$ cat src/rtl/minibyte_mem_arbiter_pkg.sv
// Shared definitions for the minibyte memory-bus arbiter: FSM state encoding and bus width defaults.
package minibyte_mem_arbiter_pkg;

  localparam int ADDR_W_DEF = 7;
  localparam int DATA_W_DEF = 8;
  localparam int CNT_W      = 3;

  typedef enum logic [1:0] {
    ST_IDLE   = 2'd0,
    ST_ACCESS = 2'd1,
    ST_DONE   = 2'd2
  } state_t;

endpackage

$ cat src/rtl/minibyte_rr_arb2.sv
// Combinational two-way round-robin pick; the priority pointer is held by the parent.
module minibyte_rr_arb2 (
  input  logic req0,
  input  logic req1,
  input  logic ptr,
  output logic sel,
  output logic valid
);

  assign valid = req0 | req1;
  // A lone requester wins outright; the pointer only breaks ties.
  assign sel   = (req0 & req1) ? ptr : req1;

endmodule

$ cat src/rtl/minibyte_mem_arbiter.sv
// Shares the external memory bus between the CPU (port 0) and the debug/DMA loader (port 1),
// running each access through a fixed IDLE -> ACCESS -> DONE window with registered bus outputs.
module minibyte_mem_arbiter
  import minibyte_mem_arbiter_pkg::*;
#(
  parameter int WAIT_STATES = 1,
  parameter int ADDR_W      = ADDR_W_DEF,
  parameter int DATA_W      = DATA_W_DEF
) (
  input  logic              clk,
  input  logic              rst_n,
  input  logic              req0,
  input  logic [ADDR_W-1:0] addr0,
  input  logic [DATA_W-1:0] wdata0,
  input  logic              we0,
  output logic              gnt0,
  output logic              ack0,
  input  logic              req1,
  input  logic [ADDR_W-1:0] addr1,
  input  logic [DATA_W-1:0] wdata1,
  input  logic              we1,
  output logic              gnt1,
  output logic              ack1,
  output logic [DATA_W-1:0] rdata,
  output logic [ADDR_W-1:0] bus_addr,
  output logic [DATA_W-1:0] bus_wdata,
  output logic              bus_we,
  output logic              bus_drive,
  input  logic [DATA_W-1:0] bus_rdata,
  output logic              busy
);

  state_t           state, state_nxt;
  logic             ptr;
  logic             owner;
  logic             sel;
  logic             sel_valid;
  logic [CNT_W-1:0] cnt;

  minibyte_rr_arb2 u_arb (
    .req0  (req0),
    .req1  (req1),
    .ptr   (ptr),
    .sel   (sel),
    .valid (sel_valid)
  );

  always_ff @(posedge clk or negedge rst_n) begin
    if (!rst_n) state <= ST_IDLE;
    else        state <= state_nxt;
  end

  always_comb begin
    state_nxt = state;
    unique case (state)
      ST_IDLE:   if (sel_valid) state_nxt = ST_ACCESS;
      ST_ACCESS: if (cnt == '0) state_nxt = ST_DONE;
      ST_DONE:   state_nxt = ST_IDLE;
      default:   state_nxt = ST_IDLE;
    endcase
  end

  // Bus, owner and ack registers; ack defaults low so it pulses only in DONE.
  always_ff @(posedge clk or negedge rst_n) begin
    if (!rst_n) begin
      ptr       <= 1'b0;
      owner     <= 1'b0;
      cnt       <= '0;
      bus_addr  <= '0;
      bus_wdata <= '0;
      bus_we    <= 1'b0;
      rdata     <= '0;
      ack0      <= 1'b0;
      ack1      <= 1'b0;
    end else begin
      ack0 <= 1'b0;
      ack1 <= 1'b0;
      unique case (state)
        ST_IDLE: begin
          if (sel_valid) begin
            owner     <= sel;
            ptr       <= ~sel;
            cnt       <= CNT_W'(WAIT_STATES);
            bus_addr  <= sel ? addr1 : addr0;
            bus_wdata <= sel ? wdata1 : wdata0;
            bus_we    <= sel ? we1 : we0;
          end
        end
        ST_ACCESS: begin
          if (cnt == '0) begin
            if (!bus_we) rdata <= bus_rdata;
            ack0   <= ~owner;
            ack1   <= owner;
            bus_we <= 1'b0;
          end else begin
            cnt <= cnt - CNT_W'(1);
          end
        end
        default: ;
      endcase
    end
  end

  assign busy      = (state != ST_IDLE);
  assign gnt0      = busy & ~owner;
  assign gnt1      = busy & owner;
  assign bus_drive = bus_we;

endmodule

$ cat config.mk
export PLATFORM = sky130hd
export DESIGN_NAME = minibyte_mem_arbiter
export DESIGN_NICKNAME = d
export VERILOG_FILES = /design/src/rtl/minibyte_mem_arbiter_pkg.sv /design/src/rtl/minibyte_rr_arb2.sv /design/src/rtl/minibyte_mem_arbiter.sv
export SDC_FILE = /design/constraint.sdc
export NUM_CORES = 1
export LEC_CHECK = 0
export CAP_MARGIN = 5
export CELL_PAD_IN_SITES_DETAIL_PLACEMENT = 1
export CELL_PAD_IN_SITES_GLOBAL_PLACEMENT = 1
export CORE_MARGIN = 5
export CORE_UTILIZATION = 30
export CTS_CLUSTER_SIZE = 25
export DETAILED_ROUTE_END_ITERATION = 10
export GPL_ROUTABILITY_DRIVEN = 0
export PLACE_DENSITY_LB_ADDON = 0.08
export SYNTH_ARGS = -nofsm -noshare
export SYNTH_HDL_FRONTEND = slang
export SYNTH_SLANG_ARGS = --single-unit
export TNS_END_PERCENT = 30
$ cat constraint.sdc
create_clock -name clk -period 2.45 [get_ports clk]
set_clock_uncertainty 0.1 [all_clocks]
set_input_delay 0.3675 -clock clk [delete_from_list [all_inputs] [get_ports clk]]
set_output_delay 0.3675 -clock clk [all_outputs]
set_load 0.01 [all_outputs]
==> out/metrics.csv <==
metric;value;unit
power_density;1200;nW/um^2
syn-mean-instance-area;10.8;um^2
leakagePower;1.00;nW
max_freq;462;MHz
ys_ff_latch;33;
p_sw;1.10;mW
setup_viol;0;
drc;0;
numPortBuffers;73;
drv_slew;0;
worst_setup_path_end_kind;primary output;
clk_pin_slew_worst_paths;0.07;ns
fin_util;47.4;%
grt_max_degree;34;
nets;269;
power_frac_clock;13.6;%
dpl-instance-area;2380;um^2
cts_sinks;33;
ant_nets;0;
syn_to_final_growth;50.8;%
crit_required;1.98;ns
min_period;2.16;ns
ir_drop;0.374;mV
async_reset_ff_share;100;%
overflow;0;
clk_latency;0.28;ns
hold_buffers;0;
cts.path.max_buffers;2;
vias;1465;
cts_resized;0;
netlist_instances;152;
path_delay_family;buffers and inverters;
core-area;5200;um^2
grt_first_pass_wirelength;8410;um
worstPathMaxFanout;5;
p_sw_share;37.0;%
tightest_slew;0.752;ns
die_area;7030;um^2
rsz0062_at_grt;no;
synth_seq_area_share;50.5;%
hp-class;in -> async;
crit_buf_inv;2;
tns;0;ns
via_per_inst;4.98;
hold_viol;0;
path_cells;nor2_2 -> inv_2 -> and2_1 -> clkdlybuf4s50_1;
postCtsSetupBuffers;0;
diodes;0;
cts_tree;done;
p_seq_share;33.4;%
numCtsBuffers;5;
drive_gt1_share;12.9;%
grt_pass1_vias;1657;
synth_nets;198;
maxCapViolCount;0;
wirelength;5030;um
num_io_pins;74;
wl_per_cell;17.1;um
p_comb_share;53.0;%
hpwl;3690;um
synth.distinct_cells;30;
grt_util_all_layers;14.7;%
grt_antenna_before_repair;0;
arrival;1.70;ns
first_pass_iters;4;
design_area;2470;um^2
yosys_warnings;0;
clockRootBuffer;clkbuf_8;
num_rows;26;
slowest_stage;clkdlybuf4s50_1;
netlist_area;1640;um^2
die_w;83.8;um
drt_iter0_drc;53;
worst_setup_path_start_kind;register;
criticalPathCategory;reg -> out;
post-route-period-util;88.3;%
synth_edf_count;0;
slew_headroom;49.9;%
die_y;83.8;um
initial_utilization;31.4;%
status;finished clean;
ys.flop_type;dfrtp_1;
p_int;1.86;mW
whs;0.0499;ns
max_stage_delay;0.47;ns
h-tree-depth;2;
-- layout make-up --
class	instances	area, um^2
inverters	6	22.5
clock buffers	5	68.8
well taps	70	87.6
fillers	577	2740
flip-flops and latches	33	826
clock inverters	3	17.5
multi-input cells	101	696
repair buffers	76	748
-- sequential cells by signal, summed over array words and instances, names as in the netlist --
signal     flops
bus_wdata      8
rdata          8
bus_addr       7
cnt            3
state          2
ack0           1
ack1           1
bus_drive      1
owner          1
ptr            1
-- metal layers --
metal	wire length [um]	track usage [%]
met5	0	0
met4	44	3.22
met3	317	5.03
met2	2560	25.7
met1	2110	17.4
-- cell usage after synthesis, drive strengths merged, types with 2 or more instances --
library cell	count	area share [%]
dfrtp	33	50
a21oi	18	5.5
a31oi	17	6.5
nand3	17	5.2
o21ai	17	5.2
buf	12	5.6
mux2	8	7.3
nor2	7	3.2
inv	6	1.4
a22oi	2	1.2
and2	2	0.76
and2b	2	0.99
ha	2	1.5
nand2b	2	0.76
-- power by group through the flow --
stage	combinational, mW	sequential (mW)	clock (mW)
global route	1.70	1.02	0.448
CTS	1.60	0.993	0.417
global placement	1.55	0.986	0
finish	1.57	0.989	0.402
floorplan	0.771	1.07	0
detailed placement	1.59	1.00	0
-- final timing paths --
kind | start | endpoint | slack [ns] | depth (start not counted)
max | state[0] | gnt1 | 0.29 | 4
min | rst_n | cnt[2] | 0.05 | 1
max reg2reg | cnt[0] | rdata[3] | 0.78 | 5
min reg2reg | cnt[1] | cnt[1] | 0.41 | 1
max in group asynchronous | rst_n | bus_drive | 1.72 | 1
min in group clk | cnt[1] | cnt[1] | 0.41 | 1
-- cells in the final DEF, fill, tap and decap left out, drive strengths merged, types with 2 or more instances in the layout --
cell type and n:
and2 2, and2b 2, inv 6, mux2 8, clkdlybuf4s50 72, a31oi 17
o21ai 17, ha 2, dfrtp 33, a21oi 18, nand2b 2, clkbuf 5
clkinv 2, a22oi 2, nand3 17, nor2 7, buf 4
-- through the flow --
step | setup WS, ns | power, mW | cells
after global routing | 0.204 | 3.17 | 294
after global placement | 0.478 | 2.53 | 286
after detailed placement | 0.390 | 2.59 | 286
final | 0.286 | 2.96 | 294
after floorplan | 0.893 | 1.84 | 152
after CTS | 0.284 | 3.01 | 294
-- cell families (layout without fill, tap and decap cells) --
logic type      after synthesis  in the layout  synth area share (%)
buf+inv                      18             90                  6.96
flops                        33             33                  50.5
mux                           8              8                  7.35
fa+ha+maj                     2              2                  1.53
compound gates               57             57                  20.0
simple gates                 34             34                  13.6
No activity file was read; power rests on OpenSTA's default activity.
